$ cat src/rtl/recog_frame_sched.sv
// Frame scheduler for the digit recognizer.
// Sequences projection, border and feature frames on synchronized vsync
// edges and validates the projection row/column counts before they are
// handed to the recognizer. Rejected frames are retried up to MAX_RETRY
// times before the run is abandoned with a sticky abort flag.
module recog_frame_sched #(
  parameter int MAX_ROW   = 1,
  parameter int MAX_COL   = 4,
  parameter int MAX_RETRY = 3
) (
  input  logic       clk,
  input  logic       rst_n,
  input  logic       vsync,
  input  logic       start,
  input  logic       cont_mode,
  input  logic       proj_valid,
  input  logic [3:0] proj_num_row,
  input  logic [3:0] proj_num_col,
  output logic [1:0] frame_cnt,
  output logic       project_done_flag,
  output logic [3:0] num_row,
  output logic [3:0] num_col,
  output logic       busy,
  output logic       done,
  output logic       err,
  output logic       abort
);

  localparam int RW = (MAX_RETRY < 2) ? 1 : $clog2(MAX_RETRY + 1);
  localparam logic [3:0]    ROW_LIM    = 4'(MAX_ROW);
  localparam logic [3:0]    COL_LIM    = 4'(MAX_COL);
  localparam logic [RW-1:0] RETRY_LAST = RW'(MAX_RETRY - 1);

  typedef enum logic [2:0] {
    S_IDLE,
    S_WAIT_SYNC,
    S_PROJ,
    S_BORDER,
    S_FEATURE
  } state_e;

  // Reset synchronizer: assertion is immediate, release follows clk.
  logic [1:0] rst_sync_q;
  logic       rst_int_n;

  // NOTE: sequential state is written with non-blocking (<=) assignments so
  // every flop samples the pre-edge value of every other flop.
  always_ff @(posedge clk or negedge rst_n) begin
    if (!rst_n) rst_sync_q <= 2'b00;
    else        rst_sync_q <= {rst_sync_q[0], 1'b1};
  end

  assign rst_int_n = rst_sync_q[1];

  // vsync crossing: two-flop synchronizer, one edge-detect register, and a
  // priming shift register that hides any edge formed by the pipeline
  // filling up right after reset (e.g. vsync already high at release).
  logic       vs_meta_q;
  logic       vs_sync_q;
  logic       vs_prev_q;
  logic [2:0] prime_q;
  logic       vs_rise;

  always_ff @(posedge clk or negedge rst_int_n) begin
    if (!rst_int_n) begin
      vs_meta_q <= 1'b0;
      vs_sync_q <= 1'b0;
      vs_prev_q <= 1'b0;
      prime_q   <= 3'b000;
    end else begin
      vs_meta_q <= vsync;
      vs_sync_q <= vs_meta_q;
      vs_prev_q <= vs_sync_q;
      prime_q   <= {prime_q[1:0], 1'b1};
    end
  end

  assign vs_rise = prime_q[2] & vs_sync_q & ~vs_prev_q;

  // Frame-close view of the projection counts: a proj_valid arriving in the
  // same cycle as the closing edge belongs to the frame being closed.
  logic       shadow_seen_q;
  logic [3:0] shadow_row_q;
  logic [3:0] shadow_col_q;
  logic       eff_seen;
  logic [3:0] eff_row;
  logic [3:0] eff_col;
  logic       accept;

  assign eff_seen = shadow_seen_q | proj_valid;
  assign eff_row  = proj_valid ? proj_num_row : shadow_row_q;
  assign eff_col  = proj_valid ? proj_num_col : shadow_col_q;
  assign accept   = eff_seen
                  && (eff_row != 4'd0) && (eff_row <= ROW_LIM)
                  && (eff_col != 4'd0) && (eff_col <= COL_LIM);

  state_e        state_q;
  logic [1:0]    frame_cnt_q;
  logic          pdf_q;
  logic [3:0]    num_row_q;
  logic [3:0]    num_col_q;
  logic          busy_q;
  logic          done_q;
  logic          err_q;
  logic          abort_q;
  logic [RW-1:0] retry_q;

  // Scheduler FSM with all outputs registered alongside the state.
  always_ff @(posedge clk or negedge rst_int_n) begin
    if (!rst_int_n) begin
      state_q       <= S_IDLE;
      frame_cnt_q   <= 2'd0;
      pdf_q         <= 1'b0;
      num_row_q     <= 4'd0;
      num_col_q     <= 4'd0;
      busy_q        <= 1'b0;
      done_q        <= 1'b0;
      err_q         <= 1'b0;
      abort_q       <= 1'b0;
      retry_q       <= '0;
      shadow_seen_q <= 1'b0;
      shadow_row_q  <= 4'd0;
      shadow_col_q  <= 4'd0;
    end else begin
      done_q <= 1'b0;
      err_q  <= 1'b0;
      case (state_q)
        S_IDLE: begin
          if (start) begin
            state_q <= S_WAIT_SYNC;
            busy_q  <= 1'b1;
            abort_q <= 1'b0;
          end
        end
        S_WAIT_SYNC: begin
          if (vs_rise) begin
            state_q       <= S_PROJ;
            shadow_seen_q <= 1'b0;
            shadow_row_q  <= 4'd0;
            shadow_col_q  <= 4'd0;
          end
        end
        S_PROJ: begin
          if (vs_rise) begin
            // Every frame close starts the next projection frame clean.
            shadow_seen_q <= 1'b0;
            shadow_row_q  <= 4'd0;
            shadow_col_q  <= 4'd0;
            if (accept) begin
              num_row_q   <= eff_row;
              num_col_q   <= eff_col;
              retry_q     <= '0;
              state_q     <= S_BORDER;
              frame_cnt_q <= 2'd1;
              pdf_q       <= 1'b1;
            end else begin
              err_q <= 1'b1;
              if (retry_q == RETRY_LAST) begin
                retry_q <= '0;
                abort_q <= 1'b1;
                busy_q  <= 1'b0;
                state_q <= S_IDLE;
              end else begin
                retry_q <= retry_q + 1'b1;
              end
            end
          end else if (proj_valid) begin
            shadow_seen_q <= 1'b1;
            shadow_row_q  <= proj_num_row;
            shadow_col_q  <= proj_num_col;
          end
        end
        S_BORDER: begin
          if (vs_rise) begin
            state_q     <= S_FEATURE;
            frame_cnt_q <= 2'd2;
          end
        end
        S_FEATURE: begin
          if (vs_rise) begin
            done_q      <= 1'b1;
            frame_cnt_q <= 2'd0;
            pdf_q       <= 1'b0;
            if (cont_mode) begin
              state_q       <= S_PROJ;
              shadow_seen_q <= 1'b0;
              shadow_row_q  <= 4'd0;
              shadow_col_q  <= 4'd0;
            end else begin
              state_q <= S_IDLE;
              busy_q  <= 1'b0;
            end
          end
        end
        default: begin
          state_q     <= S_IDLE;
          frame_cnt_q <= 2'd0;
          pdf_q       <= 1'b0;
          busy_q      <= 1'b0;
        end
      endcase
    end
  end

  assign frame_cnt         = frame_cnt_q;
  assign project_done_flag = pdf_q;
  assign num_row           = num_row_q;
  assign num_col           = num_col_q;
  assign busy              = busy_q;
  assign done              = done_q;
  assign err               = err_q;
  assign abort             = abort_q;

endmodule

$ cat config.mk
export PLATFORM = sky130hd
export DESIGN_NAME = recog_frame_sched
export DESIGN_NICKNAME = d
export VERILOG_FILES = /design/src/rtl/recog_frame_sched.sv
export SDC_FILE = /design/constraint.sdc
export NUM_CORES = 1
export LEC_CHECK = 0
export BUFFER_PORTS_ARGS = -buffer_cell sky130_fd_sc_hd__buf_2
export CORE_MARGIN = 1
export CORE_UTILIZATION = 52
export DETAILED_ROUTE_END_ITERATION = 10
export PLACE_DENSITY = 0.86
export SLEW_MARGIN = 20
export SYNTH_ARGS = -nofsm -noshare
export SYNTH_HDL_FRONTEND = slang
export SYNTH_SLANG_ARGS = --single-unit
$ cat constraint.sdc
create_clock -name clk -period 1.5 [get_ports clk]
set_input_delay 0.075 -clock clk [delete_from_list [all_inputs] [get_ports clk]]
set_output_delay 0.075 -clock clk [all_outputs]
set_load 0.005 [all_outputs]
==> results.ini <==
[sta]
finalCriticalPeriod_ns = 1.94
timing.final.ws_setup_ns = -0.440
finalMaxSlewViolations = 0
finalCritPeriodShare_pct = 129
timing.fmax_mhz = 516
rsz0062_at_grt = yes
finalSetupTns_ns = -6.79
finalHoldViolCount = 0
finalClockSkew_ns = 0.00896
setup_viol = 19

[route]
drc = 0
vias = 1568
wl_per_cell_um = 17.2
antenna_left = 0
drt-initial-drc-count = 101
viasPerCell = 5.92
wl_mm = 4.55
firstDrtPassIters = 4

[finish]
antennaDiodeCount = 0
final_area_um2 = 2350
seq_area_um2 = 930
syn_to_final_growth_pct = 41.8
finalNetCount = 234
n_fill_cell = 182
drive_gt1_share_pct = 45.2
multi_input_area_um2 = 757

[setup_path]
cp_num_buf_inv = 1
critPathLaunch = shadow_row_q[1]$_DFFE_PN0P_
cp_slowest_cell = or4b_4
required_ns = 1.74
r2r_start = shadow_row_q[1]$_DFFE_PN0P_
start_kind = flip-flop
cp_max_fo = 5
path_cells = or4b_4 > nor4b_4 > buf_4 > o2111ai_4 > mux2_2
cp_top_family = simple AND/OR/NAND/NOR gates
cpPeakStageDelay_ns = 0.55
worstSetupPathType = flip-flop to flip-flop
end_kind = flip-flop
crit_arrival_ns = 2.18

[power]
peakVddDrop_uv = 1020
comb_power_share_pct = 38.8
p_sw_uw = 1230
p_seq_share_pct = 41.0
p_total_uw = 3600
power.internal_uw = 2380
power.leakage_uw = 0.00114
clockPowerShare_pct = 20.2
p_per_area_nw_per_um2 = 1530
switching_share_pct = 34.0

[clocking]
path_clk_slew_ns = 0.11
cts.sinks = 37
htree_levels = 2
ctsLongestPathBuffers = 2
cts_root_buf = clkbuf_4
cts_buffers = 5
cts_tree = built
clk_latency_ns = 0.34

[grt]
first_global_vias = 1542
grt_pass1_wl_mm = 7.00
antenna_found_initial = 0
grtUsageTotal_pct = 28.3
grt_max_degree = 16
grt-ovfl-total = 0

[logic_synthesis]
ys_types = 43
yosysSeqAreaShare_pct = 55.8
yosysTopAreaCellShare_pct = 55.8
yosys.area.top_type = dfrtp_1
ys_warn_count = 0
yosys-top-cells-area = dfrtp_1, a22o_1, mux2_2, o21ai_0, nand2_1
synth_edf_count = 0
avgSynthCellArea_um2 = 11.5
synth_seq_cells = 37
syn-instance-count = 144
async_flop_share_pct = 100
yosys_most_used_dff = dfrtp_1
syn_area_um2 = 1660

[place]
dp_hpwl_mm = 2.95
pre_cts_ws_ns = -0.522
place_congestion = 0.898
place_area_um2 = 2100
port_buffers = 28

[floorplan]
die_w_um = 58.5
row_count = 20
core_area_um2 = 3030
start_util_pct = 54.8
dieArea_um2 = 3420
die_h_um = 58.5
pin_count = 29

[status]
status = complete, but fails checks
violations = setup timing

[min_path]
hp-class = input port to asynchronous set/reset pin

[job]
cap_violations = 0

==> stage by stage <==
step	hold slack (ns)	instances	util [%]
2_1_floorplan	-0.221	145	-
3_3_place_gp	-0.140	245	69.3
3_5_place_dp	-0.135	245	69.3
4_1_cts	0.0209	262	75.9
5_1_grt	0.0367	265	77.6
6_report	0.0390	265	77.6
==> cells by family (layout without fill, tap and decap cells) <==
logic type / Yosys count / in the layout / share of synthesized area (%)
mux: 5 / 5 / 3.40
other cells: 1 / 2 / 0.226
buf+inv: 12 / 87 / 3.17
simple gates: 50 / 50 / 19.8
flops: 37 / 37 / 55.8
compound gates: 39 / 40 / 17.5
==> Yosys cell counts, types with 2 or more instances <==
cell,number
o2111ai_1,2
inv_1,6
nand2_1,9
dfrtp_1,37
nand2b_1,5
nand4b_1,2
o21ai_0,11
a21oi_1,4
o211ai_1,4
mux2_2,5
nor2_1,6
and3_1,2
a31oi_1,2
clkbuf_1,5
and2_1,3
nand3_1,3
a22o_1,7
nor3_1,3
nand3b_1,3
or3_1,2
==> state kept, by name (all words and copies together) (netlist names), 2 cells and up <==
name / flops
state_q: 3
num_col: 4
num_row: 4
shadow_row_q: 4
shadow_col_q: 4
frame_cnt: 2
rst_sync_q: 2
retry_q: 2
prime_q: 3
==> layer usage <==
layer	vias to the layer above	part of all wire [%]	wire, um	GRT usage [%]
li1	683	-	-	-
met1	750	38	1750	33.5
met2	104	50	2260	48.3
met3	31	6.9	312	4.40
met4	0	4.9	224	18.0
met5	-	0	0	0
==> layout by cell type (no fill, tap or decap), types with 3 or more instances in the layout <==
cell type       n
buf_4          38
dfrtp_1        34
buf_2          28
nand2_1         9
a22o_1          7
o21ai_0         6
inv_1           6
nand2b_1        5
nor2_1          5
mux2_2          5
clkbuf_4        5
dlygate4sd3_1   5
o21ai_1         4
o211ai_1        4
a21oi_1         4
nor3_1          3
nand3b_1        3
and2_1          3
nand3_1         3
dfrtp_2         3
==> power by group through the flow <==
stage                     Clock, uW  Combinational (uW)  Sequential (uW)
final                           727                1400             1480
after global routing            771                1480             1510
after CTS                       741                1320             1460
after detailed placement          0                1240             1470
after global placement            0                1180             1450
after floorplan                   0                 769             1410
==> worst paths after layout <==
path / to / slack [ns] / depth (start not counted)
min in group clk: state_q[0]$_DFFE_PN0P_ / 0.08 / 3
max reg2reg: num_col[1]$_DFFE_PN0P_ / -0.44 / 5
min: rst_sync_q[0]$_DFF_PN0_ / 0.04 / 2
max: num_col[1]$_DFFE_PN0P_ / -0.44 / 5
min reg2reg: busy$_DFFE_PN0P_ / 0.14 / 0
max in group asynchronous: project_done_flag$_DFFE_PN0P_ / 0.85 / 1
==> area by class of cell <==
type / count / area share (%)
flip-flops and latches: 37 / 39.5
multi-input cells: 97 / 32.2
repair buffers: 73 / 21.2
well taps: 44 / 2.34
clock buffers: 6 / 2.18
clock inverters: 2 / 1.60
inverters: 6 / 0.958
==> repair_timing <==
item	4_1_cts	5_1_grt
setup endpoints to repair	27	27
gates resized for setup	8	8
hold buffers	5	0
pin swaps	6	11
hold endpoints to repair	6	0
gates cloned	1	0
buffers inserted	3	3
Note: power is estimated with default switching activity, not from simulation.
